`config.mk`:
```
export PLATFORM = sky130hd
export DESIGN_NAME = lsu_resp
export DESIGN_NICKNAME = d
export VERILOG_FILES = /design/src/rtl/lsu_resp_pkg.sv /design/src/rtl/lsu_resp_load_extend.sv /design/src/rtl/lsu_resp.sv
export SDC_FILE = /design/constraint.sdc
export NUM_CORES = 1
export LEC_CHECK = 0
export ABC_AREA = 1
export CORE_MARGIN = 2
export CORE_UTILIZATION = 40
export DETAILED_ROUTE_END_ITERATION = 16
export MAX_ROUTING_LAYER = met4
export SLEW_MARGIN = 20
export SYNTH_ARGS = -nofsm -noshare
export SYNTH_HDL_FRONTEND = slang
export SYNTH_SLANG_ARGS = --single-unit
```
`constraint.sdc`:
```
create_clock -name clk -period 3.9 [get_ports clk]
set_clock_uncertainty 0.1 [all_clocks]
set_input_delay 1.17 -clock clk [delete_from_list [all_inputs] [get_ports clk]]
set_output_delay 1.17 -clock clk [all_outputs]
set_load 0.02 [all_outputs]
```
`src/rtl/lsu_resp_pkg.sv`:
```
// rtl/lsu_resp_pkg.sv - shared load/store types: load-type encoding and response queue entry
package lsu_resp_pkg;

    localparam int COMMIT_ID_WIDTH = 5;
    localparam int REG_ADDR_WIDTH  = 5;

    typedef enum logic [2:0] {
        LD_W  = 3'd0,
        LD_B  = 3'd1,
        LD_BU = 3'd2,
        LD_H  = 3'd3,
        LD_HU = 3'd4,
        LD_DL = 3'd5,
        LD_DH = 3'd6
    } ld_type_e;

    typedef struct packed {
        ld_type_e                   typ;
        logic [1:0]                 addr_lo;
        logic [COMMIT_ID_WIDTH-1:0] commit_id;
        logic [REG_ADDR_WIDTH-1:0]  reg_waddr;
        logic [31:0]                data;
        logic                       have;
    } lsu_resp_entry_t;

    // One-hot order {lb, lh, lw, lbu, lhu, ldl, ldh}; no flag set decodes as a word load.
    function automatic ld_type_e ld_encode(input logic [6:0] oh);
        ld_type_e t;
        if (oh[4])      t = LD_W;
        else if (oh[6]) t = LD_B;
        else if (oh[3]) t = LD_BU;
        else if (oh[5]) t = LD_H;
        else if (oh[2]) t = LD_HU;
        else if (oh[1]) t = LD_DL;
        else if (oh[0]) t = LD_DH;
        else            t = LD_W;
        return t;
    endfunction

endpackage

```
`src/rtl/lsu_resp_load_extend.sv`:
```
// rtl/lsu_resp_load_extend.sv - byte/half select with sign or zero extension of a read word
module load_extend
    import lsu_resp_pkg::*;
(
    input  ld_type_e    typ_i,
    input  logic [1:0]  addr_lo_i,
    input  logic [31:0] word_i,
    output logic [31:0] data_o
);

    logic [7:0]  byte_v;
    logic [15:0] half_v;

    always_comb begin
        byte_v = word_i[{addr_lo_i, 3'b000} +: 8];
        half_v = addr_lo_i[1] ? word_i[31:16] : word_i[15:0];
        case (typ_i)
            LD_B:    data_o = {{24{byte_v[7]}}, byte_v};
            LD_BU:   data_o = {24'h0, byte_v};
            LD_H:    data_o = {{16{half_v[15]}}, half_v};
            LD_HU:   data_o = {16'h0, half_v};
            default: data_o = word_i;
        endcase
    end

endmodule

```
`src/rtl/lsu_resp.sv`:
```
// rtl/lsu_resp.sv - in-order load response queue with extension, ldl/ldh merge and registered writeback
module lsu_resp
    import lsu_resp_pkg::*;
#(
    parameter int DEPTH = 4
) (
    input  logic                       clk,
    input  logic                       rst_n,
    input  logic                       req_fire_i,
    input  logic                       req_op_load_i,
    input  logic                       req_op_lb_i,
    input  logic                       req_op_lh_i,
    input  logic                       req_op_lw_i,
    input  logic                       req_op_lbu_i,
    input  logic                       req_op_lhu_i,
    input  logic                       req_op_ldl_i,
    input  logic                       req_op_ldh_i,
    input  logic [1:0]                 req_addr_lo_i,
    input  logic [COMMIT_ID_WIDTH-1:0] req_commit_id_i,
    input  logic [REG_ADDR_WIDTH-1:0]  req_reg_waddr_i,
    input  logic                       rsp_valid_i,
    input  logic [31:0]                rsp_rdata_i,
    output logic                       full_o,
    output logic                       wb_valid_o,
    input  logic                       wb_ready_i,
    output logic [63:0]                wb_data_o,
    output logic                       wb_is64_o,
    output logic [COMMIT_ID_WIDTH-1:0] wb_commit_id_o,
    output logic [REG_ADDR_WIDTH-1:0]  wb_reg_waddr_o,
    output logic                       rsp_orphan_o
);

    localparam int PTR_W = $clog2(DEPTH);
    localparam int CNT_W = $clog2(DEPTH + 1);

    lsu_resp_entry_t            entry_q [DEPTH];
    lsu_resp_entry_t            entry_d [DEPTH];
    logic [PTR_W-1:0]           head_q, head_d, fill_q, fill_d, tail_q, tail_d;
    logic [CNT_W-1:0]           count_q, count_d;
    logic                       wb_valid_q, wb_valid_d;
    logic [63:0]                wb_data_q, wb_data_d;
    logic                       wb_is64_q, wb_is64_d;
    logic [COMMIT_ID_WIDTH-1:0] wb_commit_id_q, wb_commit_id_d;
    logic [REG_ADDR_WIDTH-1:0]  wb_reg_waddr_q, wb_reg_waddr_d;
    logic                       orphan_q, orphan_d;

    logic [PTR_W-1:0] head1;
    logic             push, unfilled, fill_en, slot_free;
    logic             avail_head, avail_head1, head_is_dl;
    logic             pop_single, pop_pair;
    logic [1:0]       pop_n;
    logic [31:0]      word_head, word_head1, ext_mem, ext_byp;

    load_extend u_ext_mem (
        .typ_i     (entry_q[head_q].typ),
        .addr_lo_i (entry_q[head_q].addr_lo),
        .word_i    (entry_q[head_q].data),
        .data_o    (ext_mem)
    );

    load_extend u_ext_byp (
        .typ_i     (entry_q[head_q].typ),
        .addr_lo_i (entry_q[head_q].addr_lo),
        .word_i    (rsp_rdata_i),
        .data_o    (ext_byp)
    );

    always_comb begin
        head1     = head_q + PTR_W'(1);
        push      = req_fire_i && req_op_load_i;
        // fill == tail is ambiguous only when full: then head == fill and its have flag decides.
        unfilled  = (fill_q != tail_q) || (count_q == CNT_W'(DEPTH) && !entry_q[fill_q].have);
        fill_en   = rsp_valid_i && unfilled;
        slot_free = !wb_valid_q || wb_ready_i;

        avail_head  = entry_q[head_q].have || (fill_en && fill_q == head_q);
        avail_head1 = entry_q[head1].have || (fill_en && fill_q == head1);
        word_head   = entry_q[head_q].have ? entry_q[head_q].data : rsp_rdata_i;
        word_head1  = entry_q[head1].have ? entry_q[head1].data : rsp_rdata_i;
        head_is_dl  = entry_q[head_q].typ == LD_DL;

        pop_single = (count_q != '0) && !head_is_dl && avail_head && slot_free;
        pop_pair   = (count_q >= CNT_W'(2)) && head_is_dl && avail_head && avail_head1 && slot_free;
        pop_n      = pop_pair ? 2'd2 : (pop_single ? 2'd1 : 2'd0);

        entry_d = entry_q;
        if (push) begin
            entry_d[tail_q].typ       = ld_encode({req_op_lb_i, req_op_lh_i, req_op_lw_i, req_op_lbu_i,
                                                   req_op_lhu_i, req_op_ldl_i, req_op_ldh_i});
            entry_d[tail_q].addr_lo   = req_addr_lo_i;
            entry_d[tail_q].commit_id = req_commit_id_i;
            entry_d[tail_q].reg_waddr = req_reg_waddr_i;
            entry_d[tail_q].data      = '0;
            entry_d[tail_q].have      = 1'b0;
        end
        if (fill_en) begin
            entry_d[fill_q].data = rsp_rdata_i;
            entry_d[fill_q].have = 1'b1;
        end
        if (pop_single || pop_pair) entry_d[head_q].have = 1'b0;
        if (pop_pair)               entry_d[head1].have  = 1'b0;

        tail_d   = tail_q + PTR_W'(push);
        fill_d   = fill_q + PTR_W'(fill_en);
        head_d   = head_q + PTR_W'(pop_n);
        count_d  = count_q + CNT_W'(push) - CNT_W'(pop_n);
        orphan_d = orphan_q || (rsp_valid_i && !unfilled);

        wb_valid_d     = wb_valid_q && !wb_ready_i;
        wb_data_d      = wb_data_q;
        wb_is64_d      = wb_is64_q;
        wb_commit_id_d = wb_commit_id_q;
        wb_reg_waddr_d = wb_reg_waddr_q;
        if (pop_single || pop_pair) begin
            wb_valid_d     = 1'b1;
            wb_is64_d      = pop_pair;
            wb_data_d      = pop_pair ? {word_head1, word_head}
                                      : {32'h0, entry_q[head_q].have ? ext_mem : ext_byp};
            wb_commit_id_d = entry_q[head_q].commit_id;
            wb_reg_waddr_d = entry_q[head_q].reg_waddr;
        end
    end

    always_ff @(posedge clk) begin
        if (!rst_n) begin
            for (int i = 0; i < DEPTH; i++) entry_q[i] <= '0;
            head_q         <= '0;
            fill_q         <= '0;
            tail_q         <= '0;
            count_q        <= '0;
            wb_valid_q     <= 1'b0;
            wb_data_q      <= '0;
            wb_is64_q      <= 1'b0;
            wb_commit_id_q <= '0;
            wb_reg_waddr_q <= '0;
            orphan_q       <= 1'b0;
        end else begin
            for (int i = 0; i < DEPTH; i++) entry_q[i] <= entry_d[i];
            head_q         <= head_d;
            fill_q         <= fill_d;
            tail_q         <= tail_d;
            count_q        <= count_d;
            wb_valid_q     <= wb_valid_d;
            wb_data_q      <= wb_data_d;
            wb_is64_q      <= wb_is64_d;
            wb_commit_id_q <= wb_commit_id_d;
            wb_reg_waddr_q <= wb_reg_waddr_d;
            orphan_q       <= orphan_d;
        end
    end

    assign full_o         = count_q == CNT_W'(DEPTH);
    assign wb_valid_o     = wb_valid_q;
    assign wb_data_o      = wb_data_q;
    assign wb_is64_o      = wb_is64_q;
    assign wb_commit_id_o = wb_commit_id_q;
    assign wb_reg_waddr_o = wb_reg_waddr_q;
    assign rsp_orphan_o   = orphan_q;

endmodule

```
# Yosys cells after proc, flatten, opt, wreduce, memory -nomap -nowiden
# Cells that the tools add are included.
[classes] add_sub_neg=6 n_mul=0 n_div=0 n_lt_le_gt_ge=9 eq_ne=9 shift=2 mux=62 n_bitwise=4 n_reduce_logical=30
[op_table] op="192-bit bitwise mux" n=10
[op_table] op="48-bit demux with 2-bit select" n=10
[op_table] op="192-bit 2-to-1 mux" n=4
[op_table] op="48-bit binary-select mux with 2-bit select" n=3
[op_table] op="32-bit one-hot mux with 4 select lines" n=2
[op_table] op="48-bit 2-to-1 mux" n=3
[op_table] op="33-bit 2-to-1 mux" n=4
[op_table] op="32-bit 2-to-1 mux" n=3
[op_table] op="64-bit 2-to-1 mux" n=1
[op_table] op="32-bit by 6-bit indexed part select with 8-bit output" n=2
[op_table] op="45-bit 2-to-1 mux" n=1
[op_table] op="43-bit 2-to-1 mux" n=1
[op_table] op="38-bit 2-to-1 mux" n=1
[op_table] op="16-bit 2-to-1 mux" n=2
[op_table] op="3-bit 2-to-1 mux" n=8
[op_table] op="1-bit logical AND" n=18
[op_table] op="3-bit greater-or-equal comparator, second input constant" n=4
[op_table] op="3-bit by 1-bit < comparator with 1-bit output, second input constant" n=4
[op_table] op="2-bit inverter with 3-bit output" n=4
[op_table] op="3-bit == test, second input constant" n=3
[op_table] op="1-bit 2-to-1 mux" n=8
[op_table] op="3-bit by 2-bit == test with 1-bit output, second input constant" n=2
[op_table] op="1-bit logical OR" n=6
[op_table] op="1-bit zero test" n=5
[op_table] op="other kinds (11)" n=13
[totals] ff_bits=278 latchBits=0 mem_bits_rw=0 mem_bits_ro=0 inputBits=57 out_inout_bits=78 word_cells=156 n_memories=0

# Logic depth before layout (Yosys ltp)
# Gate-level depths: netlist (run 1).
[depth] ltp_word=22 ltp_mapped=20 mapped_depth_nobuf=17

# By module
# Synthesis (run 1) repeated with hierarchy kept, for this count alone.
[hier_totals] hier_cells=2678 hier_area_um2=16534.6
[modules_own_cells] mod="lsu_resp" instances=1 cells_each=2214 area_each_um2=14407.6 seq_area_each_um2=5565.3
[modules_own_cells] mod="load_extend" instances=2 cells_each=232 area_each_um2=1063.5 seq_area_each_um2=0.0

# Worst setup path after synthesis (run 1)
# OpenSTA, ideal clock, no wires.
[synth_path] kind="register to register" startpoint="register head_q[0]" endpoint="register count_q[2]" setup_time_ns=0.070 arrival_time_ns=3.773 required_time_ns=3.730 path_slack_ns=-0.043 path_stages_with_launch=21 path_buffers=6 synth_period_minus_slack_ns=3.943 cell_sequence="dfxtp_1 -> inv_2 -> buf_6 -> buf_2 -> buf_4 -> buf_2 -> buf_2 -> ha_1 -> inv_1 -> a21oi_1 -> o21ai_1 -> nand2_1 -> inv_2 -> nand2_1 -> nand3_2 -> buf_2 -> ha_1 -> fa_1 -> xor2_1 -> or2_2 -> a21oi_1"
[synth_between] elab_chain_len=12 elab_cells_between_ends=27 classes_between="add/sub (2); eq/ne (3); mux (8); bitwise (2); reduce/logical (12)"
[synth_rtl] element="from (decl)" line="lsu_resp.sv:38" source="logic [PTR_W-1:0] head_q, head_d, fill_q, fill_d, tail_q, tail_d;"
[synth_rtl] element="from (signal assigned)" line="lsu_resp.sv:127" source="head_q <= '0;"
[synth_rtl] element="from (signal assigned)" line="lsu_resp.sv:139" source="head_q <= head_d;"
[synth_rtl] element="2-bit inverter with 3-bit output (not written as such)" line="lsu_resp.sv:76, lsu_resp.sv:80"
[synth_rtl] element="48-bit binary-select mux with 2-bit select" line="lsu_resp.sv:76, lsu_resp.sv:80"
[synth_rtl] element="48-bit 2-to-1 mux"
[synth_rtl] element="48-bit 2-to-1 mux (not written as such)" line="lsu_resp.sv:76" source="avail_head = entry_q[head_q].have || (fill_en && fill_q == head_q);"
[synth_rtl] element="3-bit == test" line="lsu_resp.sv:80" source="head_is_dl = entry_q[head_q].typ == LD_DL;"
[synth_rtl] element="1-bit zero test" line="lsu_resp.sv:82" source="pop_single = (count_q != '0) && !head_is_dl && avail_head && slot_free;"
[synth_rtl] element="1-bit logical AND (3 in a row)" line="lsu_resp.sv:82"
[synth_rtl] element="1-bit 2-to-1 mux" line="lsu_resp.sv:84" source="pop_n = pop_pair ? 2'd2 : (pop_single ? 2'd1 : 2'd0);"
[synth_rtl] element="2-bit 2-to-1 mux *" line="lsu_resp.sv:84"
[synth_rtl] element="3-bit by 2-bit subtractor with 3-bit output *" line="lsu_resp.sv:106" source="count_d = count_q + CNT_W'(push) - CNT_W'(pop_n);"
[synth_rtl] element="to (signal assigned)" line="lsu_resp.sv:142" source="count_q <= count_d;"
[synth_rtl] element="to (decl)" line="lsu_resp.sv:39" source="logic [CNT_W-1:0] count_q, count_d;"
# Mark *: on every way between the ends. The rest lies on a longest branch, timed or not. The select of a mux whose other input is x is not followed.
# A chain may end at the register's enable or synchronous reset.

# Final worst setup path (run 1)
# Same ends and word-level chain as after synthesis.

==> results of run 1 <==
worst paths after layout:
kind / end / slack, ns / depth (start not counted)
max: count_q[2]$_SDFF_PN0_ / 0.66 / 15
max reg2reg: count_q[2]$_SDFF_PN0_ / 0.66 / 15
min reg2reg: wb_data_o[51]$_SDFFE_PN0N_ / 0.36 / 2
min: wb_data_o[51]$_SDFFE_PN0N_ / 0.36 / 2
worst max-delay path, delay by kind of cell, from the launching register on:
family                     cells  cell delay (ns)
DFF                            1             0.48
adders and majority gates      3             1.00
AOI/OAI and AO/OA              3             0.34
and+or+nand+nor                4             0.54
xor gates and xnor gates       1             0.16
buffers and inverters          4             0.54
report_power, final:
part / total, mW / internal, mW / switching (mW)
Clock: 3.08 / 1.81 / 1.27
Sequential: 3.52 / 3.23 / 0.284
Combinational: 5.70 / 1.76 / 3.94
Total: 12.3 / 6.81 / 5.49
layout by cell type, fill, tap and decap left out, types with 3 or more instances in the layout:
cell type,Yosys,final
clkbuf_8,0,7
clkbuf_16,0,34
clkdlybuf4s50_1,0,133
inv_1,80,79
nand2_1,565,564
clkbuf_1,104,6
inv_2,7,7
o21ai_0,354,354
buf_4,12,50
nand3_2,4,8
clkinv_2,0,7
nand4_1,9,9
nand3_1,150,146
clkinv_1,5,5
o211ai_1,18,18
nor2_1,315,315
buf_12,0,9
a21oi_1,237,237
dfxtp_1,278,276
o22ai_1,14,14
ha_1,10,10
o21ai_1,5,5
nand2_2,9,10
o221ai_1,26,26
xnor2_1,3,3
final cells by class:
class                   count  share of cell area, %
inverters                  92                   2.00
clock inverters            12                  0.618
flip-flops and latches    278                   32.0
clock buffers              47                   5.57
well taps                 468                   3.36
multi-input cells        1735                   45.6
repair buffers            192                   10.8
stage by stage:
stage	cell area, sq um	setup WS [ns]	instances	total power [mW]
2_1_floorplan	14600	0.00117	2280	7.19
3_3_place_gp	16300	0.272	2765	9.11
3_5_place_dp	16300	0.239	2765	9.13
4_1_cts	17400	0.677	2824	12.2
5_1_grt	17400	0.424	2824	13.1
6_report	17400	0.656	2824	12.3
layer usage:
| layer | routed length [um] | up-vias |
|---|---|---|
| met3 | 4110 | 96 |
| met5 | 0 | - |
| li1 | - | 7697 |
| met4 | 1540 | 0 |
| met2 | 24300 | 658 |
| met1 | 24100 | 7236 |
kinds of logic (layout without fill, tap and decap cells):
| logic type | after synthesis | after routing | synth area share [%] |
|---|---|---|---|
| XOR/XNOR | 5 | 5 | 0.300 |
| flip-flops | 278 | 278 | 38.1 |
| buffers and inverters | 267 | 343 | 7.65 |
| AO/OA/AOI/OAI | 657 | 657 | 23.7 |
| AND/OR/NAND/NOR | 1062 | 1062 | 29.3 |
| adder cells (fa/ha/maj) | 11 | 11 | 0.993 |
==> metrics.yaml, run 1 <==
synth_cells: 2280
hp-start: "wb_data_o[51]$_SDFFE_PN0N_"
core_sq_um: 36300
rsz0062_at_grt: "false"
start_util_pct: 40.3
io_pins: 135
antenna_left: 0
yosys-top-cells-count: "565 x nand2_1, 354 x o21ai_0, 315 x nor2_1"
hold_ws_ns: 0.358
r2r_start: "head_q[0]$_SDFF_PN0_"
globalplace.congestion: 0.980
clkTransAtPathRegs_ns: 0.06
maxSlewHeadroom_pct: 36.1
path_cells: "inv_4 -> ha_1 -> buf_4 -> inv_1 -> a21oi_1 -> o21ai_1 -> nand2_2 -> inv_2 -> nand2_1 -> nand3_2 -> ha_1 -> fa_1 -> xor2_1 -> or2_2 -> a21oi_1"
wl_mm: 54.1
fin_tns_setup_ns: 0
path_class: "register to register"
cap_viol_max_count: 0
hp-class: "register to register"
cts_max_level: 2
cts.sink_count: 278
num_rows: 70
grt_pass1_vias: 14300
antenna_found_initial: 0
cts_setup_buffers: 0
n_antenna_cell: 0
hold_buffers: 0
p_per_area_nw_per_um2: 706
use_met2_pct: 45.1
crit_path_max_incr_delay_ns: 0.48
busiest_layer: "met2"
die_w_um: 195
dr.pass1.iters: 6
drive_above_1_share_pct: 6.20
tightest_slew_ns: 0.958
synth_most_common_cell: "nand2_1"
drt_iter0_drc: 1355
status: "completed"
clockBufferDepth: 3
hpwl_mm: 34.5
finalSetupViolations: 0
yosysTopAreaCell: "dfxtp_1"
synth_top_flop_cell: "dfxtp_1"
crit_slowest_cell: "dfxtp_4"
ir_drop_v: 0.000473
grt.met1_usage_pct: 38.8
die_area_sq_um: 38100
finalCritPeriodShare_pct: 83.2
placement.io_buffers: 134
cp-end-kind: "register"
fmax_mhz: 308
via_count: 15700
p_leak_nw: 6.78
ys_warn_count: 0
grt_max_degree: 104
final_util_pct: 48.0
async_flop_share_pct: 0
seq_area_frac_synth_pct: 38.1
crit_required_ns: 4.25
syn_area_sq_um: 14600
fp.dieH_um: 195
final-max-slew-violation-count: 0
overflow: 0
ys_seq_elements: 278
cp-start-kind: "register"
synth_nets: 2348
fillCellCount: 3739
hold_viol: 0
wl_per_cell_um: 19.1
cts_resized: 0
drc: 0
grt_first_pass_wirelength_mm: 83.8
drt-vias-per-instance: 5.55
synth_top_area_share_pct: 38.1
clock_latency_ns: 0.52
cts_made_buffers: 34
cts_tree: "yes"
synth.distinct_cells: 36
root_buffer: "clkbuf_16"
grt_use_met3_pct: 4.11
multi_input_area_sq_um: 7950
cp_max_fo: 15
critPathLaunch: "head_q[0]$_SDFF_PN0_"
seq_area_sq_um: 5570
area_growth_syn_to_layout_pct: 19.2
nNetsFinal: 2401
track_usage_pct: 28.9
synth_edf_count: 0
synth.area.top_cells: "dfxtp_1 38%, nand2_1 15%, o21ai_0 12%"
fin_crit_ns: 3.24
cp.arrival_ns: 3.59
syn_avg_cell_area_sq_um: 6.41
No activity file was read; power rests on OpenSTA's default activity.
==> run 2, diff against run 1 <==
==> constraint.sdc (replaced) <==
create_clock -name clk -period 2.96 [get_ports clk]
set_clock_uncertainty 0.1 [all_clocks]
set_input_delay 0.888 -clock clk [delete_from_list [all_inputs] [get_ports clk]]
set_output_delay 0.888 -clock clk [all_outputs]
set_load 0.02 [all_outputs]
==> run 2 against run 1 <==
- sequential power increased by 32%
- via count increased by 2.3%
- register-to-register slack got worse by 0.53 ns
- first-iteration DRC count increased by 1.6%
- count of clock-buffer cells in the layout increased by 4
- largest power group unchanged
- critical endpoint is now full_o
- flip-flop and latch count unchanged
- hold slack improved by 0.0022 ns
==> metrics.yaml, run 2 (synthesis results as in run 1) <==
clkTransAtPathRegs_ns: 0.06  # about the same
drc: 0  # unchanged
rsz0062_at_grt: "false"
drt-vias-per-instance: 5.54  # -0.29%
clockBufferDepth: 3  # unchanged
grt_first_pass_wirelength_mm: 84.2  # +0.47%
overflow: 0  # unchanged
r2r_start: "head_q[1]$_SDFF_PN0_"
n_antenna_cell: 0  # unchanged
wl_mm: 54.6  # +1.0%
fp.dieH_um: 195  # unchanged
nNetsFinal: 2474  # +3.0%
total_power_mw: 16.9  # +38%
p_per_area_nw_per_um2: 931  # +32%
cts_max_level: 2  # unchanged
post-place-ws_ns: -0.225  # -0.464 ns
crit_required_ns: 1.97  # -2.28 ns
drive_above_1_share_pct: 9.10  # +2.9 points
die_w_um: 195  # unchanged
fin_tns_setup_ns: 0  # unchanged
cts_setup_buffers: 0  # unchanged
critPathLaunch: "count_q[2]$_SDFF_PN0_"
wl_per_cell_um: 18.9  # -1.5%
cts_made_buffers: 34  # unchanged
fin_ws_ns: 0.0490  # -0.607 ns
r2r_slack_ns: 0.13  # -0.53 ns
placement.io_buffers: 134  # unchanged
status: "completed"
clock_latency_ns: 0.51  # about the same
tightest_slew_ns: 0.826  # -0.132 ns
fillCellCount: 3710  # -0.78%
grt_max_degree: 103  # -0.96%
cp_max_fo: 3  # -12
final-max-slew-violation-count: 0  # unchanged
cts_tree: "yes"
cp-start-kind: "register"
cts.sink_count: 278  # unchanged
hold_depth: 2  # unchanged
core_sq_um: 36300  # unchanged
mostFrequentLayoutCell: "nand2_1"
hpwl_mm: 35.9  # +4.3%
start_util_pct: 40.3  # unchanged
cap_viol_max_count: 0  # unchanged
drt_iter0_drc: 1377  # +1.6%
final_cell_mix: "563 x nand2_1, 354 x o21ai_0, 315 x nor2_1"
finalSetupViolations: 0  # unchanged
dr.pass1.iters: 6  # unchanged
grt_pass1_vias: 14800  # +3.4%
rr_worst_depth: 13  # -2
root_buffer: "clkbuf_16"
num_rows: 70  # unchanged
io_pins: 135  # unchanged
fmax_mhz: 344
hp-class: "register to register"
hp-start: "rsp_orphan_o$_SDFF_PN0_"
die_area_sq_um: 38100  # unchanged
area_growth_syn_to_layout_pct: 24.4
antenna_left: 0  # unchanged
finalCritPeriodShare_pct: 98.3
track_usage_pct: 29.0  # +0.14 points
maxSlewHeadroom_pct: 45.0  # +8.8 points
ir_drop_v: 0.000680  # +44%
cp.arrival_ns: 1.92  # -1.67 ns
fin_crit_ns: 2.91
hold_viol: 0  # unchanged
path_class: "register to output pin"
globalplace.congestion: 0.934  # -4.7%
cp-end-kind: "output pin"
via_count: 16000  # +2.3%
antenna_found_initial: 0  # unchanged
p_leak_nw: 7.18  # +5.8%
## run 2: cell count changes in the layout (fill, tap and decap cells not counted), moves of 3 or more
| cell | before | now |
|---|---|---|
| inv_1 | 79 | 76 |
| buf_12 | 9 | 21 |
| buf_4 | 50 | 109 |
| clkinv_2 | 7 | 3 |
| clkbuf_1 | 6 | 9 |
## run 2: per-layer routing
metal  up-vias  routed length (um)  track usage, %
met5         -                   0               -
met4         0                2340            12.4
met3       124                4090            4.37
met2       697               24700            45.2
met1      7384               23500            37.6
li1       7835                   -               -
## run 2: final cells by class
| cell class | count | area (sq um) | share of cell area [%] |
|---|---|---|---|
| multi-input cells | 1735 | 8000 | 44.0 |
| clock inverters | 7 | 70.1 | 0.385 |
| well taps | 468 | 586 | 3.22 |
| clock buffers | 51 | 1020 | 5.59 |
| inverters | 92 | 350 | 1.93 |
| flip-flops and latches | 278 | 5570 | 30.6 |
| repair buffers | 265 | 2590 | 14.3 |
## run 2: critical path: stages, from the launching register on
cell             delay, ns
dfxtp_1               0.36
nor3b_1               0.36
clkdlybuf4s50_1       0.69
## run 2: timing repair
item                                    4_1_cts  5_1_grt
hold buffers                                  0        0
endpoints found under the setup margin        0       14
gates resized for setup                       0        2
## run 2: metrics by stage
step                hold slack, ns  utilization, %  std cells  instance area, sq um
global placement             0.342            47.1       2838                 17100
global route                 0.370            50.1       2896                 18200
CTS                          0.362            50.1       2896                 18200
floorplan                    0.339               -       2280                 14700
detailed placement           0.344            47.1       2838                 17100
finish                       0.360            50.1       2896                 18200
## run 2: worst paths after layout
| kind | endpoint |
|---|---|
| setup / recovery | full_o |
| hold / removal | rsp_orphan_o$_SDFF_PN0_ |
| setup reg to reg | count_q[2]$_SDFF_PN0_ |
| hold reg to reg | rsp_orphan_o$_SDFF_PN0_ |
## run 2: where the power goes
| part | leakage (nW) | total (mW) | switching, mW | internal, mW |
|---|---|---|---|---|
| clock | 0.532 | 4.11 | 1.65 | 2.46 |
| combinational | 4.39 | 8.17 | 5.34 | 2.83 |
| sequential | 2.25 | 4.65 | 0.387 | 4.26 |
==> run 3, diff against run 2 <==
--- a/config.mk
+++ b/config.mk
@@ -10,6 +10,7 @@
 export CORE_UTILIZATION = 40
 export DETAILED_ROUTE_END_ITERATION = 16
 export MAX_ROUTING_LAYER = met4
+export SETUP_SLACK_MARGIN = 0.1
 export SLEW_MARGIN = 20
 export SYNTH_ARGS = -nofsm -noshare
 export SYNTH_HDL_FRONTEND = slang
==> run 3 against run 2 <==
- sequential power is essentially flat
- power is essentially flat
- via count shrank 0.44%
- critical path depth grew 11
- utilization is the same
==> metrics.yaml, run 3 (synthesis results as in run 1) <==
nNetsFinal: 2474  # unchanged
cap_viol_max_count: 0  # unchanged
status: "completed"
cts_setup_buffers: 0  # unchanged
final_cell_mix: "563 x nand2_1, 354 x o21ai_0, 315 x nor2_1"
placed_cell_area_sq_um: 17100  # unchanged
grt_pass1_vias: 14800  # unchanged
die_area_sq_um: 38100  # unchanged
cts_max_level: 2  # unchanged
path_class: "register to register"
total_power_mw: 16.9  # about the same
cts_made_buffers: 34  # unchanged
p_per_area_nw_per_um2: 930  # about the same
rsz0062_at_grt: "true"
final_util_pct: 50.1  # unchanged
clock_latency_ns: 0.51  # about the same
drive_above_1_share_pct: 9.10  # unchanged
drt_iter0_drc: 1335  # -3.1%
clkTransAtPathRegs_ns: 0.06  # about the same
antenna_found_initial: 0  # unchanged
cts_tree: "yes"
wl_per_cell_um: 18.9  # about the same
cp-start-kind: "register"
grt.met1_usage_pct: 37.6  # unchanged
fmax_mhz: 355  # +3.3%
dr.pass1.iters: 6  # unchanged
track_usage_pct: 29.0  # unchanged
root_buffer: "clkbuf_16"
maxSlewHeadroom_pct: 45.3  # +0.31 points
hpwl_mm: 35.9  # unchanged
via_count: 16000  # -0.44%
multi_input_area_sq_um: 8000  # unchanged
final-max-slew-violation-count: 0  # unchanged
io_pins: 135  # unchanged
p_leak_nw: 7.18  # about the same
finalCritPeriodShare_pct: 95.2  # -3.1 points
hold_viol: 0  # unchanged
cp-end-kind: "register"
grt_max_degree: 103  # unchanged
start_util_pct: 40.3  # unchanged
crit_required_ns: 3.30  # +1.33 ns
hp-class: "register to register"
fin_crit_ns: 2.82  # -0.0930 ns
placement.io_buffers: 134  # unchanged
num_rows: 70  # unchanged
grt_first_pass_wirelength_mm: 84.2  # unchanged
clockBufferDepth: 3  # unchanged
busiest_layer: "met2"
cp_max_fo: 18  # +15
fillCellCount: 3708  # -0.054%
drc: 0  # unchanged
overflow: 0  # unchanged
globalplace.congestion: 0.934  # unchanged
seq_area_sq_um: 5570  # unchanged
finalInstanceArea_sq_um: 18200  # unchanged
cp.arrival_ns: 3.16  # +1.24 ns
wl_mm: 54.7  # about the same
core_sq_um: 36300  # unchanged
use_met2_pct: 45.2  # unchanged
fp.dieH_um: 195  # unchanged
die_w_um: 195  # unchanged
post-place-ws_ns: -0.225  # unchanged
hold_buffers: 0  # unchanged
crit_slowest_cell: "dfxtp_4"
mostFrequentLayoutCell: "nand2_1"
cts.sink_count: 278  # unchanged
fin_ws_ns: 0.142  # +0.0930 ns
path_cells: "inv_4 -> ha_4 -> inv_4 -> nand2_1 -> a21oi_1 -> nand3_1 -> nand2_2 -> nand3_4 -> ha_4 -> fa_2 -> xor2_1 -> or2_4 -> a21oi_1"
antenna_left: 0  # unchanged
grt_use_met3_pct: 4.37  # unchanged
drt-vias-per-instance: 5.51  # -0.44%
ir_drop_v: 0.000677  # -0.45%
n_antenna_cell: 0  # unchanged
crit_path_max_incr_delay_ns: 0.36  # -0.33 ns
finalSetupViolations: 0  # unchanged
area_growth_syn_to_layout_pct: 24.4  # unchanged
tightest_slew_ns: 0.821  # -0.00461 ns
run 3: cell types whose count changed in the layout (fill, tap and decap cells not counted):
cell             change
clkdlybuf4s50_1      -1
clkinv_2             +1
dlygate4sd2_1        +1
inv_2                -1
run 3: metrics by stage:
| step | setup TNS, ns | hold WS [ns] | instances |
|---|---|---|---|
| after floorplan | -0.447 | 0.339 | 2280 |
| after global placement | -3.30 | 0.342 | 2838 |
| after detailed placement | -4.16 | 0.344 | 2838 |
| after CTS | 0 | 0.362 | 2896 |
| after global routing | 0 | 0.370 | 2896 |
| final | 0 | 0.360 | 2896 |
run 3: final cells by class:
class	count	share of cell area [%]
well taps	468	3.22
flip-flops and latches	278	30.6
clock inverters	7	0.385
multi-input cells	1735	44.0
repair buffers	265	14.3
inverters	92	1.93
clock buffers	51	5.59
run 3: path summary, 6_finish.rpt:
kind                                         startpoint                       to  slack, ns  depth (start not counted)
worst max-delay path               head_q[0]$_SDFF_PN0_    count_q[2]$_SDFF_PN0_       0.14                         13
worst max register to register     head_q[0]$_SDFF_PN0_    count_q[2]$_SDFF_PN0_       0.14                         13
worst min-delay path            rsp_orphan_o$_SDFF_PN0_  rsp_orphan_o$_SDFF_PN0_       0.36                          2
worst min register to register  rsp_orphan_o$_SDFF_PN0_  rsp_orphan_o$_SDFF_PN0_       0.36                          2
run 3: what timing repair did:
item,4_1_cts,5_1_grt
gates resized for setup,1,3
endpoints found under the setup margin,1,53
pin swaps,0,0
hold endpoints to repair,0,0
run 3: power breakdown:
group	internal, mW	total, mW	switching [mW]
clock	2.46	4.12	1.65
combinational	2.83	8.15	5.32
sequential	4.26	4.65	0.385
run 3: critical path, delay by kind of cell, from the launching register on:
| family | cells | cell delay, ns |
|---|---|---|
| flops | 1 | 0.36 |
| buf+inv | 2 | 0.37 |
| simple gates | 5 | 0.60 |
| compound gates | 2 | 0.30 |
| fa+ha+maj | 3 | 0.86 |
| xor+xnor | 1 | 0.15 |
run 3: layer usage:
metal | share of wire, % | wire, um
met3 | 7.6 | 4160
met2 | 45 | 24700
met1 | 43 | 23300
met4 | 4.5 | 2480
met5 | 0 | 0
